[src/rtl/fifo_umbrales.sv]
// fifo_umbrales: synchronous FIFO with programmable almost-full/almost-empty
// watermarks feeding the flow-control FSM, plus a sticky overflow flag.
// Ports:
//   clk, reset           single clock, synchronous active-high reset
//   init                 loads umbral_hi/umbral_lo and clears error_full
//   umbral_hi/umbral_lo  watermark values captured while init is high
//   push, data_in        write request and data
//   pop                  read request
//   data_out, valid_out  registered read data, valid one cycle after an accepted pop
//   count                occupancy 0..2**ADDR_W
//   full, empty          occupancy decodes
//   fifo_pause           count >= high watermark
//   fifo_continue        count <= low watermark
//   error_full           sticky, set by a push into a full FIFO without pop
module fifo_umbrales #(
  parameter int unsigned DATA_W = 6,
  parameter int unsigned ADDR_W = 2,
  parameter int unsigned DEF_HI = 3,
  parameter int unsigned DEF_LO = 1
) (
  input  logic              clk,
  input  logic              reset,
  input  logic              init,
  input  logic [ADDR_W:0]   umbral_hi,
  input  logic [ADDR_W:0]   umbral_lo,
  input  logic              push,
  input  logic [DATA_W-1:0] data_in,
  input  logic              pop,
  output logic [DATA_W-1:0] data_out,
  output logic              valid_out,
  output logic [ADDR_W:0]   count,
  output logic              full,
  output logic              empty,
  output logic              fifo_pause,
  output logic              fifo_continue,
  output logic              error_full
);

  localparam int unsigned      DEPTH     = 2 ** ADDR_W;
  localparam logic [ADDR_W:0]  DEPTH_CNT = (ADDR_W + 1)'(DEPTH);
  localparam logic [ADDR_W:0]  CNT_ONE   = (ADDR_W + 1)'(1);
  localparam logic [ADDR_W-1:0] PTR_ONE  = ADDR_W'(1);
  localparam logic [ADDR_W:0]  HI_RST    = (ADDR_W + 1)'(DEF_HI);
  localparam logic [ADDR_W:0]  LO_RST    = (ADDR_W + 1)'(DEF_LO);

  logic [DATA_W-1:0] mem_q [DEPTH];
  logic [DATA_W-1:0] mem_d [DEPTH];
  logic [ADDR_W-1:0] wr_ptr_q, wr_ptr_d;
  logic [ADDR_W-1:0] rd_ptr_q, rd_ptr_d;
  logic [ADDR_W:0]   count_q, count_d;
  logic [ADDR_W:0]   hi_q, hi_d;
  logic [ADDR_W:0]   lo_q, lo_d;
  logic [DATA_W-1:0] data_out_q, data_out_d;
  logic              valid_out_q, valid_out_d;
  logic              error_full_q, error_full_d;

  logic push_ok;
  logic pop_ok;

  assign full          = (count_q == DEPTH_CNT);
  assign empty         = (count_q == '0);
  assign fifo_pause    = (count_q >= hi_q);
  assign fifo_continue = (count_q <= lo_q);
  assign count         = count_q;
  assign data_out      = data_out_q;
  assign valid_out     = valid_out_q;
  assign error_full    = error_full_q;

  // A full FIFO still accepts a push when a pop frees the slot in the same cycle;
  // an empty FIFO never forwards a simultaneous push to the read side.
  assign push_ok = push && (!full || pop);
  assign pop_ok  = pop && !empty;

  always_comb begin
    mem_d        = mem_q;
    wr_ptr_d     = wr_ptr_q;
    rd_ptr_d     = rd_ptr_q;
    count_d      = count_q;
    hi_d         = hi_q;
    lo_d         = lo_q;
    data_out_d   = data_out_q;
    valid_out_d  = 1'b0;
    error_full_d = error_full_q;

    if (init) begin
      hi_d         = umbral_hi;
      lo_d         = umbral_lo;
      error_full_d = 1'b0;
    end

    // An overflow in the init cycle itself is still reported.
    if (push && full && !pop) begin
      error_full_d = 1'b1;
    end

    if (push_ok) begin
      mem_d[wr_ptr_q] = data_in;
      wr_ptr_d        = wr_ptr_q + PTR_ONE;
    end

    if (pop_ok) begin
      data_out_d  = mem_q[rd_ptr_q];
      valid_out_d = 1'b1;
      rd_ptr_d    = rd_ptr_q + PTR_ONE;
    end

    if (push_ok && !pop_ok) begin
      count_d = count_q + CNT_ONE;
    end else if (pop_ok && !push_ok) begin
      count_d = count_q - CNT_ONE;
    end
  end

  always_ff @(posedge clk) begin
    if (reset) begin
      wr_ptr_q     <= '0;
      rd_ptr_q     <= '0;
      count_q      <= '0;
      hi_q         <= HI_RST;
      lo_q         <= LO_RST;
      data_out_q   <= '0;
      valid_out_q  <= 1'b0;
      error_full_q <= 1'b0;
    end else begin
      wr_ptr_q     <= wr_ptr_d;
      rd_ptr_q     <= rd_ptr_d;
      count_q      <= count_d;
      hi_q         <= hi_d;
      lo_q         <= lo_d;
      data_out_q   <= data_out_d;
      valid_out_q  <= valid_out_d;
      error_full_q <= error_full_d;
    end
  end

  // Storage is not reset; stale words are unreachable once the pointers clear.
  always_ff @(posedge clk) begin
    mem_q <= mem_d;
  end

endmodule

[config.mk]
export PLATFORM = sky130hd
export DESIGN_NAME = fifo_umbrales
export DESIGN_NICKNAME = d
export VERILOG_FILES = /design/src/rtl/fifo_umbrales.sv
export SDC_FILE = /design/constraint.sdc
export NUM_CORES = 1
export LEC_CHECK = 0
export ABC_AREA = 1
export CAP_MARGIN = 20
export CELL_PAD_IN_SITES_DETAIL_PLACEMENT = 0
export CELL_PAD_IN_SITES_GLOBAL_PLACEMENT = 1
export CORE_MARGIN = 2
export CORE_UTILIZATION = 40
export DETAILED_ROUTE_END_ITERATION = 7
export PLACE_DENSITY = 0.8
export SYNTH_ARGS = -nofsm -noshare
export SYNTH_HDL_FRONTEND = slang
export SYNTH_SLANG_ARGS = --single-unit
export TNS_END_PERCENT = 1
[constraint.sdc]
create_clock -name clk -period 2.2 [get_ports clk]
set_input_delay 0.22 -clock clk [delete_from_list [all_inputs] [get_ports clk]]
set_output_delay 0.22 -clock clk [all_outputs]
set_load 0.01 [all_outputs]
==> PnR_summary.wiki <==
{| class="wikitable"
! Metric !! Value
|-
| Result of the run || finished clean
|-
| Setup violations, final || 0
|-
| Maximum number of pins on one net before global-route repair || 17
|-
| Arrival time worst endpoint || 1.82 ns
|-
| Post-synthesis sequential area ratio || 53.2%
|-
| Vias/cell || 4.31
|-
| Wire length of the first global-routing pass || 6830 µm
|-
| Via count of the first global-routing pass || 1475
|-
| Worst Hold End || lo_q[2]$_SDFFE_PP0P_
|-
| Hold-fix buffers at CTS || 0
|-
| Post-route design area || 2680 µm²
|-
| Worst setup skew after layout || 0.0106 ns
|-
| Pwr dens || 1070 nW/µm²
|-
| Vias || 1552
|-
| Critical path data required time || 1.98 ns
|-
| Hold WS || 0.459 ns
|-
| Initial antenna violation count || 0
|-
| Final hold violation count || 0
|-
| Minimum clock period after layout || 2.04 ns
|-
| Fraction of layout cells with a size suffix above 1 || 10.3%
|-
| TritonCTS clock tree || built
|-
| Worst Setup End Kind || output port
|-
| Register-to-register setup slack || 0.37 ns
|-
| Max incr delay on CP || 0.53 ns
|-
| Primary flip-flop cell chosen by synthesis mapping || sky130_fd_sc_hd__edfxtp_1
|-
| Last weighted congestion value of the routability-driven placer || 0.757
|-
| Number of violations of the max-capacitance limit || 0
|-
| Final-report max-slew violation count || 0
|-
| Initial Util || 41.7%
|-
| Fmax achieved || 0.491 GHz
|-
| Number of unique standard cell types used by synthesis || 23
|-
| Cell count of the worst reg-to-reg path || 9
|-
| Worst r2r src || count[1]$_SDFFE_PP0P_
|-
| Mean Syn Cell Area || 8.68 µm²
|-
| Seq cells post-synth || 45
|-
| Instance count along the most critical hold path || 2
|-
| Gr usage total || 14.4%
|-
| Async set-or-reset flop fraction in the synthesized netlist || 0%
|-
| Floorplan die width || 77.2 µm
|-
| Post-route worst setup slack || 0.164 ns
|-
| Placed wire-length estimate after detailed placement || 2860 µm
|-
| Most used standard cells in the synthesized netlist || 58 x sky130_fd_sc_hd__nand2_1, 52 x sky130_fd_sc_hd__inv_1, 24 x sky130_fd_sc_hd__edfxtp_1, 23 x sky130_fd_sc_hd__nor2_1, 22 x sky130_fd_sc_hd__nand3_1
|-
| Hold_sp || lo_q[2]$_SDFFE_PP0P_
|-
| Cell types with the largest area share after synthesis || sky130_fd_sc_hd__edfxtp_1 34%, sky130_fd_sc_hd__dfxtp_1 20%, sky130_fd_sc_hd__nand2_1 10%
|-
| Startpoint class of the critical path || register
|-
| Top cell type's share of synthesized area || 33.6%
|-
| Wire length after detailed routing || 3960 µm
|-
| Warnings, synthesis || 0
|-
| DRC Markers || 0
|-
| Routed wire per std cell || 11.0 µm
|-
| IO Count || 32
|-
| Vert. Die Dim || 77.2 µm
|-
| Core area || 5140 µm²
|-
| Site row count || 26
|-
| Synthesized instance count || 247
|-
| Filler Cells Inserted || 543
|-
| Root Driver || sky130_fd_sc_hd__clkbuf_8
|-
| Count of cells resized by post-cts repair || 0
|-
| Number of iterations in the first detailed-routing pass || 4
|-
| H-Tree Depth || 2
|-
| Cell type of the slowest stage on the worst timing path || sky130_fd_sc_hd__clkdlybuf4s50_1
|-
| First-iteration detailed-routing DRC count || 49
|-
| N_diodes || 0
|-
| Netlist area before placement || 2140 µm²
|-
| Count of flip-flops with a built-in enable after synthesis || 24
|-
| Leakage dissipation || 1.23 nW
|-
| Pre-CTS setup slack || 0.130 ns
|-
| Setup repair after global routing missed its margin || no
|-
| Post-route clock period utilization || 92.6%
|-
| Max Fanout on Critical Path || 6
|-
| Area enclosed by the die boundary || 5960 µm²
|-
| Remaining Overflow, GRT || 0
|-
| Sink Count || 45
|-
| Total CTS buffers || 5
|-
| Longest Clk Path Bufs || 2
|-
| Kind of path behind the tightest hold check || reg -> reg
|-
| Post-CTS setup buffers || 0
|-
| Launch point of the critical path || count[2]$_SDFFE_PP0P_
|-
| Library cell with the largest summed area after synthesis || sky130_fd_sc_hd__edfxtp_1
|-
| Actual slew at the worst max-slew pin || 0.469 ns
|-
| Slew HR || 68.7%
|-
| Count of antenna-violating nets left after detailed routing || 0
|-
| Most common cell in the synthesized netlist || sky130_fd_sc_hd__nand2_1
|-
| Critical path, cell by cell || ha_1 -> a21oi_1 -> o21ai_0 -> nand2_1 -> clkdlybuf4s50_1
|-
| Final total negative setup slack || 0 ns
|-
| Area Overhead vs Synth || 24.9%
|-
| Start-to-end type of the worst setup path || reg -> out
|-
| Clock-pin slew reported for the worst setup and hold paths after clock tree synthesis || 0.09 ns
|-
| Clock Latency Late Sink || 0.30 ns
|-
| Cell area after placement || 2560 µm²
|-
| Synth Net Count || 276
|-
| Post-layout net count || 318
|-
| IO Port Bufs || 31
|-
| Peak ir drop on the vdd network || 0.000422 V
|-
| R2r endpoint || count[1]$_SDFFE_PP0P_
|}
logic make-up after synthesis:
group | count (synthesis) | share of synthesized area, %
adder cells (fa/ha/maj) | 12 | 7.35
buffers and inverters | 58 | 11.7
flip-flops | 45 | 53.2
AND/OR/NAND/NOR | 112 | 22.6
AO/OA/AOI/OAI | 20 | 5.13
worst max path at each step:
stage | cells past startpoint | slack (ns) | to
after CTS | 5 | 0.03 | fifo_pause
final | 5 | 0.16 | fifo_continue
after floorplan | 9 | 0.30 | count[1]$_SDFFE_PP0P_
after global placement | 14 | 0.21 | count[2]$_SDFFE_PP0P_
after global routing | 5 | 0.02 | fifo_pause
after detailed placement | 14 | 0.13 | count[2]$_SDFFE_PP0P_
power breakdown:
group / switching [W] / internal (W)
clock: 0.000300 / 0.000347
combinational: 0.000577 / 0.000516
sequential: 0.000110 / 0.00102
registers in the layout (all words and copies together) (netlist names):
| signal | count |
|---|---|
| data_out | 6 |
| count | 3 |
| rd_ptr_q | 2 |
| wr_ptr_q | 2 |
| error_full | 1 |
| mem_q | 24 |
| lo_q | 3 |
| valid_out | 1 |
| hi_q | 3 |
per-stage QoR:
stage	total power, W	std cells	util [%]
2_1_floorplan	0.00182	247	-
3_3_place_gp	0.00222	352	49.8
3_5_place_dp	0.00225	352	49.8
4_1_cts	0.00290	360	52.0
5_1_grt	0.00309	360	52.1
6_report	0.00287	360	52.1
final cells by class:
| type | count | area, µm² | share of cell area [%] |
|---|---|---|---|
| flip-flops and latches | 45 | 1140 | 42.8 |
| multi-input cells | 144 | 752 | 28.1 |
| repair buffers | 40 | 378 | 14.1 |
| inverters | 53 | 199 | 7.43 |
| well taps | 70 | 87.6 | 3.27 |
| clock buffers | 5 | 68.8 | 2.57 |
| clock inverters | 3 | 47.5 | 1.78 |
placed cells by master, fill, tap and decap left out, drive strengths merged:
master         netlist  layout
ha                  11      11
nand4                1       1
buf                  4       9
nor2                24      24
clkbuf               1       5
nor3                 1       1
nand3               22      22
o21ai                7       7
inv                 53      55
edfxtp              24      24
clkdlybuf4s50        0      31
nand2               64      64
o211ai               1       1
fa                   1       1
dfxtp               21      21
bufinv               0       1
a21oi               12      12
critical path: cells and delay by family (launching register included):
| family | cells | cell delay (ns) |
|---|---|---|
| compound gates | 2 | 0.22 |
| fa+ha+maj | 1 | 0.33 |
| buf+inv | 1 | 0.53 |
| flops | 1 | 0.37 |
| simple gates | 1 | 0.07 |
routing by layer:
| metal | vias up | global-route usage [%] | routed length, µm |
|---|---|---|---|
| met2 | 27 | 23.1 | 1820 |
| met1 | 672 | 18.6 | 1910 |
| met3 | 7 | 3.53 | 157 |
| met5 | - | 0 | 0 |
| met4 | 0 | 6.07 | 65 |
| li1 | 846 | - | - |
No activity file was read; power rests on OpenSTA's default activity.
